<file path="config.mk">
export PLATFORM = sky130hd
export DESIGN_NAME = if_stage
export DESIGN_NICKNAME = d
export VERILOG_FILES = /design/src/rtl/if_stage.sv
export SDC_FILE = /design/constraint.sdc
export NUM_CORES = 1
export LEC_CHECK = 0
export BUFFER_PORTS_ARGS = -buffer_cell sky130_fd_sc_hd__buf_4
export CORE_ASPECT_RATIO = 1.25
export CORE_UTILIZATION = 42
export DETAILED_ROUTE_END_ITERATION = 6
export PLACE_DENSITY_LB_ADDON = 0.2
export SYNTH_ARGS = -nofsm -noshare
export SYNTH_HDL_FRONTEND = slang
export SYNTH_SLANG_ARGS = --single-unit
</file>
<file path="constraint.sdc">
create_clock -name clk -period 3.9 [get_ports clk]
set_clock_uncertainty 0.05 [all_clocks]
set_input_delay 0.78 -clock clk [delete_from_list [all_inputs] [get_ports clk]]
set_output_delay 0.78 -clock clk [all_outputs]
set_load 0.03 [all_outputs]
</file>
<file path="src/rtl/if_stage.sv">
// Instruction-fetch stage: owns the PC, presents it to a combinational imem and
// registers the returned word into IF/ID. Redirects flush IF/ID, stalls freeze everything.
module if_stage #(
    parameter logic [31:0] RESET_PC  = 32'h0000_0000,
    parameter logic [31:0] NOP_INSTR = 32'h0000_0013
) (
    input  logic        clk,
    input  logic        rst,
    output logic [31:0] pc_current,
    input  logic [31:0] instr,
    input  logic        stall,
    input  logic        redirect,
    input  logic [31:0] redirect_target,
    output logic [31:0] if_id_pc,
    output logic [31:0] if_id_instr,
    output logic        if_id_valid,
    output logic        misalign,
    output logic [31:0] fetch_count
);

    logic        advance;
    logic [31:0] pc_next;
    logic [31:0] target_aligned;

    // Redirect overrides stall; only a clean advance consumes the imem word.
    assign advance        = !redirect && !stall;
    assign pc_next        = pc_current + 32'd4;
    assign target_aligned = {redirect_target[31:2], 2'b00};

    always_ff @(posedge clk or posedge rst) begin
        if (rst) begin
            pc_current <= RESET_PC;
        end else if (redirect) begin
            pc_current <= target_aligned;
        end else if (advance) begin
            pc_current <= pc_next;
        end
    end

    always_ff @(posedge clk or posedge rst) begin
        if (rst) begin
            if_id_pc    <= 32'h0000_0000;
            if_id_instr <= NOP_INSTR;
            if_id_valid <= 1'b0;
        end else if (redirect) begin
            if_id_pc    <= 32'h0000_0000;
            if_id_instr <= NOP_INSTR;
            if_id_valid <= 1'b0;
        end else if (advance) begin
            if_id_pc    <= pc_current;
            if_id_instr <= instr;
            if_id_valid <= 1'b1;
        end
    end

    // Low target bits are dropped from the PC; this pulse is the only record of them.
    always_ff @(posedge clk or posedge rst) begin
        if (rst) begin
            misalign <= 1'b0;
        end else begin
            misalign <= redirect && (|redirect_target[1:0]);
        end
    end

    always_ff @(posedge clk or posedge rst) begin
        if (rst) begin
            fetch_count <= 32'h0000_0000;
        end else if (advance) begin
            fetch_count <= fetch_count + 32'd1;
        end
    end

endmodule

</file>
==> run_results.csv <==
group,metric,value,unit
run_status,status,"complete, no violations",
critical_path,reg2reg_depth,4,
job,cap_viol_max_count,0,
clock_tree,cts_hold_buf,0,
synthesis,ys.warnings.count,0,
floorplanning,start_util,0.435,
detailed_routing,vias,4805,
detailed_routing,wl_per_cell,16.4,um
grt,overflow,0,
detailed_routing,routed_via_density,5.27,
clock_tree,clock_latency,410,ps
clock_tree,cts_tree,"yes",
critical_path,crit_path_cell_trace,"buf_4 > and4b_1 > nand4_1 > or4_1 > a31oi_1",
worst_hold_path,min_path_type,"flop to flop",
critical_path,required,4170,ps
critical_path,reg2reg_slack,1630,ps
clock_tree,cts_setup_buffers,0,
clock_tree,cts_resized,0,
floorplanning,chipHeight,134,um
detailed_routing,dr.pass1.iters,4,
synthesis,async_flop_share,1.00,
final_layout,syn2layout_area_growth,37.9,%
final_layout,nNetsFinal,798,
grt,grt_max_degree,128,
floorplanning,core,13300,um2
synthesis,synthFlopType,"dfrtp_1",
floorplanning,std_cell_rows,47,
synthesis,ys_ff_latch,127,
floorplanning,die_x,107,um
grt,grt_usage,0.214,
critical_path,end_kind,"flop",
placement,numPortBuffers,195,
synthesis,synth-edff-count,0,
synthesis,synth_cell_types,43,
detailed_routing,route.detailed.drc,0,
clock_tree,htreeDepth,4,
timing,setup_tns,0,ps
synthesis,synth.top_cells.by_area,"dfrtp_1, mux2i_1, nor2_1",
synthesis,ys_seq_area_frac,0.548,
power_and_ir_drop,power.density,488,nW/um2
synthesis,netlist_instances,543,
timing,relSlewSlack,0.330,
critical_path,timing.rr.end,"pc_current[21]",
clock_tree,clockRootBuffer,"clkbuf_16",
grt,grt_pass1_vias,4650,
grt,grt_util_met2,0.354,
worst_hold_path,hold-path-endpoint,"fetch_count[31]",
timing,slew_viol_final,0,
final_layout,diodes,0,
clock_tree,clk_pin_slew_worst_paths,60,ps
placement,globalplace.congestion,0.780,
timing,rsz0062_at_grt,"no",
floorplanning,dieArea,14300,um2
critical_path,crit_arrival,2790,ps
grt,grtUsageMet3,0.0553,
timing,hold_viol,0,
power_and_ir_drop,ir_drop,0.000377,V
detailed_routing,ant_nets,0,
detailed_routing,drt_iter0_drc,222,
final_layout,layout-drive-gt1-share,0.325,
synthesis,synth_area,5810,um2
final_layout,fill_cells,1148,
final_layout,final_cell_mix,"buf_4, dfrtp_1, nor2_1",
timing,worstMarginPinSlew,1000,ps
clock_tree,numCtsBuffers,17,
timing,setup_viol,0,
grt,top_usage_layer,"met2",
clock_tree,cts_sinks,127,
synthesis,synth_top_area_frac,0.534,
critical_path,r2r-start,"pc_current[6]",
synthesis,yosysTopAreaCell,"dfrtp_1",
critical_path,slowest_delay,660,ps
timing,fmax,397,MHz
floorplanning,ios,198,
critical_path,crit_type,"input pin to flop",
critical_path,slowest_stage,"or4_1",
grt,antenna_found_initial,0,
critical_path,cp_max_fo,25,
worst_hold_path,min_path_cells,1,
final_layout,utilization,0.600,
synthesis,avgSynthCellArea,10.7,um2
worst_hold_path,min_from,"fetch_count[31]",
grt,grt_util_met1,0.269,
power_and_ir_drop,power.leakage,3.94,nW
critical_path,start_kind,"input pin",
grt,grt_pass1_wl,23900,um
detailed_routing,wl,15000,um
clock_tree,clk_path_buf_depth,2,
timing,fin_crit_sh,0.646,
placement,dp_hpwl,10300,um
final_layout,layout.cells.most_common,"buf_4",
timing,period_needed,2520,ps
==> critical path: cells and delay by family <==
kind | cells | cell delay (ps)
buffers and inverters | 1 | 230
AND/OR/NAND/NOR | 3 | 1580
AO/OA/AOI/OAI | 1 | 180
==> how the worst max path moves through the flow <==
stage / slack [ps] / end / from
floorplan: 1510 / fetch_count[0] / rst
global placement: 1060 / pc_current[21] / stall
detailed placement: 990 / pc_current[21] / stall
CTS: 1420 / pc_current[21] / stall
global route: 1280 / pc_current[21] / stall
finish: 1380 / pc_current[21] / stall
==> flip-flops by register name (all words and copies together) (netlist names) <==
| signal | cells |
|---|---|
| if_id_instr | 32 |
| if_id_valid | 1 |
| fetch_count | 32 |
| misalign | 1 |
| if_id_pc | 31 |
| pc_current | 30 |
==> power by group <==
group | switching (mW) | leakage (nW) | internal (mW)
logic | 0.410 | 1.99 | 0.274
clock network | 0.583 | 0.305 | 1.10
registers | 0.124 | 1.64 | 1.42
==> logic make-up after synthesis <==
logic type | synth area share
and+or+nand+nor | 0.194
DFF | 0.548
muxes | 0.110
AOI/OAI and AO/OA | 0.0487
xor gates and xnor gates | 0.0648
buffers and inverters | 0.0297
adders and majority gates | 0.00431
other | 0.000645
==> synthesized netlist by cell type, types with 2 or more instances <==
cell type,count
o21ai_0,14
dfrtp_1,124
o211ai_1,2
nor2b_1,2
clkbuf_1,21
or3_1,2
mux2i_1,63
nand3_1,28
xor2_1,11
and4_1,10
nand2_1,36
o311ai_0,2
o31ai_1,10
and2_1,3
nand4b_1,2
and3_1,6
and4b_1,2
nand4_1,19
nor3_1,5
nor4_1,5
buf_1,6
buf_2,2
o41ai_1,2
nor2_1,82
xnor2_1,32
nand4bb_1,2
ha_1,2
a31oi_1,12
buf_4,3
inv_1,9
or4_1,9
dfstp_2,3
nand4_2,2
==> through the flow <==
stage               instances  hold slack (ps)  cell area [um2]  worst slack, ps  total power [mW]
floorplan                 544              552             5820             1510              1.96
global placement          880              416             7390             1060              2.24
detailed placement        880              414             7390              988              2.26
CTS                       912              431             8010             1420              3.94
global route              912              462             8010             1280              4.05
finish                    912              434             8010             1380              3.91
==> layer usage <==
| metal | part of all wire | vias to the layer above |
|---|---|---|
| met2 | 0.51 | 152 |
| met3 | 0.061 | 19 |
| met1 | 0.41 | 2351 |
| met4 | 0.016 | 0 |
| li1 | - | 2283 |
| met5 | 0 | - |
==> layout make-up <==
type	count	area, um2	area share
clock buffer	20	457	0.0570
clock inverter	12	165	0.0206
inverter	9	37.5	0.00468
multi-input combinational	375	2460	0.307
sequential	127	3180	0.397
tap	171	214	0.0267
timing repair buffer	198	1500	0.187
Note: power is estimated with default switching activity, not from simulation.
